[config.mk]
export PLATFORM = sky130hd
export DESIGN_NAME = frame_port_arbiter
export DESIGN_NICKNAME = d
export VERILOG_FILES = /design/src/rtl/frame_port_arbiter.sv
export SDC_FILE = /design/constraint.sdc
export NUM_CORES = 1
export LEC_CHECK = 0
export ABC_CLOCK_PERIOD_IN_PS = 2850
export CORE_AREA = 2 2 299 301
export CTS_CLUSTER_DIAMETER = 30
export DETAILED_ROUTE_END_ITERATION = 8
export DIE_AREA = 0 0 301 303
export GPL_ROUTABILITY_DRIVEN = 0
export HOLD_SLACK_MARGIN = 0.12
export PLACE_DENSITY_LB_ADDON = 0.25
export RECOVER_POWER = 25
export SYNTH_ARGS = -nofsm -noshare
export SYNTH_HDL_FRONTEND = slang
export SYNTH_SLANG_ARGS = --single-unit
[constraint.sdc]
create_clock -name clk -period 2.85 [get_ports clk]
set_clock_uncertainty 0.15 [all_clocks]
set_input_delay 0.4275 -clock clk [delete_from_list [all_inputs] [get_ports clk]]
set_output_delay 0.4275 -clock clk [all_outputs]
set_load 0.01 [all_outputs]
[src/rtl/frame_port_arbiter.sv]
// Round-robin arbiter that gives one downstream frame consumer a single virtual
// header/body FIFO pair. A grant stays locked from selection until the consumer pops the header.
module frame_port_arbiter #(
  parameter int N_PORTS       = 4,
  parameter int GRANT_W       = 2,
  parameter int HEADER_DWIDTH = 128,
  parameter int CNT_WIDTH     = 16
) (
  input  logic                             clk,
  input  logic                             arst_n,
  input  logic [N_PORTS*HEADER_DWIDTH-1:0] h_fifo_dout_in,
  input  logic [N_PORTS-1:0]               h_fifo_empty_in,
  output logic [N_PORTS-1:0]               h_fifo_rden_in,
  input  logic [N_PORTS*8-1:0]             b_fifo_dout_in,
  input  logic [N_PORTS-1:0]               b_fifo_empty_in,
  input  logic [N_PORTS-1:0]               b_fifo_del_in,
  output logic [N_PORTS-1:0]               b_fifo_rden_in,
  output logic [HEADER_DWIDTH-1:0]         h_fifo_dout,
  output logic                             h_fifo_empty,
  input  logic                             h_fifo_rden,
  output logic [7:0]                       b_fifo_dout,
  output logic                             b_fifo_empty,
  output logic                             b_fifo_del,
  input  logic                             b_fifo_rden,
  input  logic [N_PORTS-1:0]               port_en,
  output logic                             grant_valid,
  output logic [GRANT_W-1:0]               grant_idx,
  input  logic                             cnt_clr,
  output logic [N_PORTS*CNT_WIDTH-1:0]     frame_cnt
);

  typedef enum logic [1:0] {
    S_IDLE = 2'd0,
    S_LOCK = 2'd1,
    S_GAP  = 2'd2
  } state_t;

  state_t               r_state;
  state_t               w_state_nxt;
  logic                 r_grant_valid;
  logic                 w_grant_valid_nxt;
  logic [GRANT_W-1:0]   r_grant_idx;
  logic [GRANT_W-1:0]   w_grant_idx_nxt;
  logic [GRANT_W-1:0]   r_last_grant;
  logic [GRANT_W-1:0]   w_last_grant_nxt;
  logic [CNT_WIDTH-1:0] r_frame_cnt [N_PORTS];
  logic [N_PORTS-1:0]   w_req;
  logic                 w_pick_found;
  logic [GRANT_W-1:0]   w_pick_idx;
  logic                 w_locked;
  logic                 w_frame_end;

  function automatic logic [CNT_WIDTH-1:0] sat_inc(input logic [CNT_WIDTH-1:0] v);
    return (&v) ? v : v + CNT_WIDTH'(1);
  endfunction

  assign w_req       = ~h_fifo_empty_in & port_en;
  assign w_locked    = (r_state == S_LOCK);
  assign w_frame_end = w_locked & h_fifo_rden & ~h_fifo_empty;
  assign grant_valid = r_grant_valid & w_locked;
  assign grant_idx   = r_grant_idx;

  // Scan from the far end back toward last_grant+1 so the nearest requester is written last and wins.
  always_comb begin
    w_pick_found = 1'b0;
    w_pick_idx   = '0;
    for (int k = N_PORTS; k >= 1; k--) begin
      if (w_req[(int'(r_last_grant) + k) % N_PORTS]) begin
        w_pick_found = 1'b1;
        w_pick_idx   = GRANT_W'((int'(r_last_grant) + k) % N_PORTS);
      end
    end
  end

  always_comb begin
    h_fifo_dout    = '0;
    h_fifo_empty   = 1'b1;
    b_fifo_dout    = '0;
    b_fifo_empty   = 1'b1;
    b_fifo_del     = 1'b0;
    h_fifo_rden_in = '0;
    b_fifo_rden_in = '0;
    if (w_locked) begin
      for (int i = 0; i < N_PORTS; i++) begin
        if (r_grant_idx == GRANT_W'(i)) begin
          h_fifo_dout       = h_fifo_dout_in[i*HEADER_DWIDTH +: HEADER_DWIDTH];
          h_fifo_empty      = h_fifo_empty_in[i];
          b_fifo_dout       = b_fifo_dout_in[i*8 +: 8];
          b_fifo_empty      = b_fifo_empty_in[i];
          b_fifo_del        = b_fifo_del_in[i];
          h_fifo_rden_in[i] = h_fifo_rden;
          b_fifo_rden_in[i] = b_fifo_rden;
        end
      end
    end
  end

  always_comb begin
    w_state_nxt       = r_state;
    w_grant_valid_nxt = r_grant_valid;
    w_grant_idx_nxt   = r_grant_idx;
    w_last_grant_nxt  = r_last_grant;
    case (r_state)
      S_IDLE: begin
        w_grant_valid_nxt = 1'b0;
        if (w_pick_found) begin
          w_grant_idx_nxt   = w_pick_idx;
          w_grant_valid_nxt = 1'b1;
          w_state_nxt       = S_LOCK;
        end
      end
      S_LOCK: begin
        if (w_frame_end) begin
          w_last_grant_nxt  = r_grant_idx;
          w_grant_valid_nxt = 1'b0;
          w_state_nxt       = S_GAP;
        end
      end
      // One idle cycle lets the popped port's empty flag settle before rearbitration.
      S_GAP: begin
        w_grant_valid_nxt = 1'b0;
        w_state_nxt       = S_IDLE;
      end
      default: begin
        w_grant_valid_nxt = 1'b0;
        w_state_nxt       = S_IDLE;
      end
    endcase
  end

  always_ff @(posedge clk or negedge arst_n) begin
    if (!arst_n) begin
      r_state       <= S_IDLE;
      r_grant_valid <= 1'b0;
      r_grant_idx   <= '0;
      r_last_grant  <= GRANT_W'(N_PORTS - 1);
    end else begin
      r_state       <= w_state_nxt;
      r_grant_valid <= w_grant_valid_nxt;
      r_grant_idx   <= w_grant_idx_nxt;
      r_last_grant  <= w_last_grant_nxt;
    end
  end

  // Clear beats a coincident increment.
  always_ff @(posedge clk or negedge arst_n) begin
    if (!arst_n) begin
      for (int i = 0; i < N_PORTS; i++) r_frame_cnt[i] <= '0;
    end else begin
      for (int i = 0; i < N_PORTS; i++) begin
        if (cnt_clr)
          r_frame_cnt[i] <= '0;
        else if (w_frame_end && (r_grant_idx == GRANT_W'(i)))
          r_frame_cnt[i] <= sat_inc(r_frame_cnt[i]);
      end
    end
  end

  for (genvar g = 0; g < N_PORTS; g++) begin : g_cnt
    assign frame_cnt[g*CNT_WIDTH +: CNT_WIDTH] = r_frame_cnt[g];
  end

endmodule

==> metrics.txt <==
# TYPE chip_impl_metric gauge
chip_impl_info{name="run_status",value="finished, violations left"} 1
chip_impl_info{name="violations",value="max-capacitance violations, max-slew violations"} 1
chip_impl_metric{name="detail_route.wirelength",unit="µm"} 95290
chip_impl_metric{name="number_of_antenna_violations_at_the_first_check_in_global_routing",unit=""} 104
chip_impl_metric{name="coreArea",unit="mm²"} 0.08797
chip_impl_metric{name="p_leak",unit="nW"} 6.999
chip_impl_metric{name="clkSinkCount",unit=""} 71
chip_impl_metric{name="maximum_number_of_pins_on_one_net_before_global_route_repair",unit=""} 84
chip_impl_metric{name="finalMaxSlewViolations",unit=""} 26
chip_impl_metric{name="area_delta_synth_final",unit="%"} 120.6
chip_impl_metric{name="grt_pass1_wl",unit="µm"} 118500
chip_impl_metric{name="whs",unit="ps"} 377.1
chip_impl_info{name="cp_most_frequent_cell",value="buf_12"} 1
chip_impl_info{name="crit_slowest_cell",value="mux4_2"} 1
chip_impl_metric{name="synth.net_count",unit=""} 1363
chip_impl_metric{name="synth_sequential_area_ratio",unit=""} 0.2076
chip_impl_metric{name="yosys.cell_types.count",unit=""} 51
chip_impl_metric{name="initial_utilization",unit=""} 0.09745
chip_impl_info{name="layout_commonest_cell",value="clkdlybuf4s50_1"} 1
chip_impl_metric{name="cells_after_synth",unit=""} 794
chip_impl_metric{name="relSlewSlack",unit=""} -0.1442
chip_impl_metric{name="drtAntennaViolNets",unit=""} 0
chip_impl_metric{name="die_x",unit="µm"} 301
chip_impl_metric{name="drc",unit=""} 0
chip_impl_metric{name="clk_pin_slew_worst_paths",unit="ps"} 60
chip_impl_metric{name="slowest_delay",unit="ps"} 500
chip_impl_info{name="critical_path.endpoint_type",value="output pin"} 1
chip_impl_info{name="critical_path.startpoint_type",value="flip-flop"} 1
chip_impl_info{name="cp_cell_instances",value="buf_12 > buf_12 > buf_12 > mux4_2 > and2_4 > clkdlybuf4s15_1"} 1
chip_impl_metric{name="fmaxAchievable",unit="GHz"} 0.3573
chip_impl_metric{name="peakVddDrop",unit="V"} 0.0003612
chip_impl_metric{name="required",unit="ps"} 2270
chip_impl_info{name="cts_tree",value="built"} 1
chip_impl_info{name="synth-main-ff-cell",value="dfrtp_1"} 1
chip_impl_metric{name="mappedNetlistArea",unit="mm²"} 0.008572
chip_impl_info{name="rsz_0062_raised_after_global_routing",value="true"} 1
chip_impl_metric{name="detail_route.first_pass.iterations",unit=""} 5
chip_impl_metric{name="fraction_of_final_layout_cells_sized_beyond_drive_strength_1",unit=""} 0.2179
chip_impl_metric{name="gr-usage-all-layers",unit=""} 0.1987
chip_impl_metric{name="synthesis.area_per_instance",unit="µm²"} 10.80
chip_impl_metric{name="synthesis.yosys.warnings",unit=""} 0
chip_impl_metric{name="clock_latency",unit="ps"} 360
chip_impl_metric{name="tritoncts.num_buffers",unit=""} 9
chip_impl_metric{name="port_buffers",unit=""} 778
chip_impl_metric{name="global_route.overflow_total",unit=""} 0
chip_impl_metric{name="hpwlAfterDp",unit="µm"} 83780
chip_impl_metric{name="max-cap-violations",unit=""} 1
chip_impl_metric{name="setup_violations",unit=""} 0
chip_impl_metric{name="wire_per_inst",unit="µm"} 33.98
chip_impl_metric{name="pwr_density_cell",unit="mW/mm²"} 635.7
chip_impl_metric{name="total_power",unit="mW"} 12.02
chip_impl_metric{name="clk_path_buf_depth",unit=""} 2
chip_impl_metric{name="via_count",unit=""} 11410
chip_impl_metric{name="synth-edff-count",unit=""} 0
chip_impl_metric{name="worstMarginPinSlew",unit="ps"} 1716
chip_impl_info{name="final_cell_mix",value="clkdlybuf4s50_1, mux4_2, and2_1, dfrtp_1, dlygate4sd2_1"} 1
chip_impl_metric{name="row_count",unit=""} 109
chip_impl_metric{name="critPathMaxFanout",unit=""} 10
chip_impl_metric{name="chipHeight",unit="µm"} 303
chip_impl_metric{name="drtIter0Drc",unit=""} 947
chip_impl_info{name="timing.setup.critical_path_class",value="flip-flop to output pin"} 1
chip_impl_metric{name="finalHoldViolations",unit=""} 0
chip_impl_metric{name="cts.htree.levels",unit=""} 3
chip_impl_metric{name="timing.final.crit_period",unit="ps"} 2799
chip_impl_metric{name="grt_pass1_vias",unit=""} 11510
chip_impl_metric{name="die_area",unit="mm²"} 0.09120
chip_impl_info{name="clock_tree.root_cell",value="clkbuf_16"} 1
chip_impl_metric{name="layout_worst_path_cycle_share",unit=""} 0.9821
chip_impl_metric{name="design.portCount",unit=""} 779
chip_impl_metric{name="num-fill-cells",unit=""} 9671
chip_impl_metric{name="worstPathArrival",unit="ps"} 2220
chip_impl_metric{name="fin_nets",unit=""} 2170
chip_impl_metric{name="synth_async_sr_flop_share",unit=""} 1.000
chip_impl_metric{name="ys_seq_elements",unit=""} 71
chip_impl_metric{name="via_per_inst",unit=""} 4.068
chip_impl_info{name="holdCritPathClass",value="flip-flop to flip-flop"} 1
-- per-layer routing --
layer / vias up / global-route usage / wire length, µm
met4: 42 / 0.08529 / 3205
li1: 4798 / - / -
met5: - / 0 / 264
met1: 5683 / 0.2434 / 37010
met3: 149 / 0.08557 / 11620
met2: 735 / 0.3029 / 43200
-- where the power goes --
| part | total, mW | switching (mW) | leakage, nW | internal (mW) |
|---|---|---|---|---|
| logic | 9.44 | 4.18 | 5.85 | 5.26 |
| clock network | 1.44 | 0.509 | 0.180 | 0.931 |
| registers | 1.14 | 0.0682 | 0.975 | 1.07 |
| total | 12.0 | 4.75 | 7.00 | 7.27 |
-- cell type report --
cell class / count / area, µm² / area share
Antenna cell: 33 / 82.58 / 0.004367
Timing Repair Buffer: 865 / 8685 / 0.4593
Tap cell: 1165 / 1458 / 0.07709
Sequential cell: 71 / 1787 / 0.09449
Inverter: 12 / 45.04 / 0.002382
Clock buffer: 12 / 266.5 / 0.01409
Clock inverter: 4 / 98.84 / 0.005228
Multi-Input combinational cell: 642 / 6486 / 0.3430
-- state kept, by name (all words and copies together), names as in the netlist --
| register | flops |
|---|---|
| r_grant_valid | 1 |
| r_state | 2 |
| r_last_grant | 2 |
| frame_cnt | 64 |
| grant_idx | 2 |
-- kinds of logic after synthesis --
group	count (synthesis)	synth area share
AND/OR/NAND/NOR	361	0.2568
AO/OA/AOI/OAI	108	0.08583
adder cells (fa/ha/maj)	4	0.005839
multiplexers	169	0.4023
buffers and inverters	81	0.04174
flip-flops	71	0.2076
-- cell usage after synthesis, types with 18 or more instances --
| library cell | count | share of area |
|---|---|---|
| clkbuf_1 | 43 | 0.019 |
| or4_1 | 19 | 0.017 |
| nor2_1 | 39 | 0.017 |
| nand3_1 | 24 | 0.014 |
| buf_2 | 19 | 0.011 |
| o31ai_1 | 18 | 0.016 |
| and2_1 | 144 | 0.11 |
| mux4_2 | 138 | 0.36 |
| nor2b_1 | 25 | 0.018 |
| nand2_1 | 31 | 0.014 |
| a21oi_1 | 33 | 0.019 |
| dfrtp_1 | 69 | 0.20 |
| mux2_2 | 24 | 0.032 |
-- per-stage QoR --
stage          setup slack, ps  TNS (ps)  area (µm²)    util  cells
6_report                 50.91         0       18910  0.2149   2804
4_1_cts                 -49.79    -147.5       18780  0.2135   2763
3_5_place_dp             39.35         0       18010  0.2048   2711
3_3_place_gp             1.888         0       18010  0.2048   2711
2_1_floorplan            456.1         0        8572       -    794
5_1_grt                 -22.11    -51.00       18900  0.2148   2800
-- worst paths after layout --
check	start	end	slack, ps	depth (start not counted)
max	grant_idx[0]	h_fifo_dout[66]	50	6
min	frame_cnt[54]	frame_cnt[54]	380	1
max reg2reg	grant_idx[1]	frame_cnt[27]	300	6
min reg2reg	frame_cnt[54]	frame_cnt[54]	380	1
max in group asynchronous	arst_n	r_last_grant[0]	600	3
min in group asynchronous	arst_n	frame_cnt[53]	900	2
-- timing repair --
action                                  4_1_cts  5_1_grt
cloned                                        7        2
pin swaps                                     1        0
resized for setup                           287       63
buffers inserted                             28        8
endpoints found under the setup margin      142       76
hold endpoints to repair                     25        0
hold buffers                                  1        0
-- critical path: cells and delay by family, from the launching register on --
kind,cells,cell delay [ps]
AND/OR/NAND/NOR,1,190
flip-flops,1,470
multiplexers,1,500
buffers and inverters,4,670
Power figures use the tool's default switching activity.
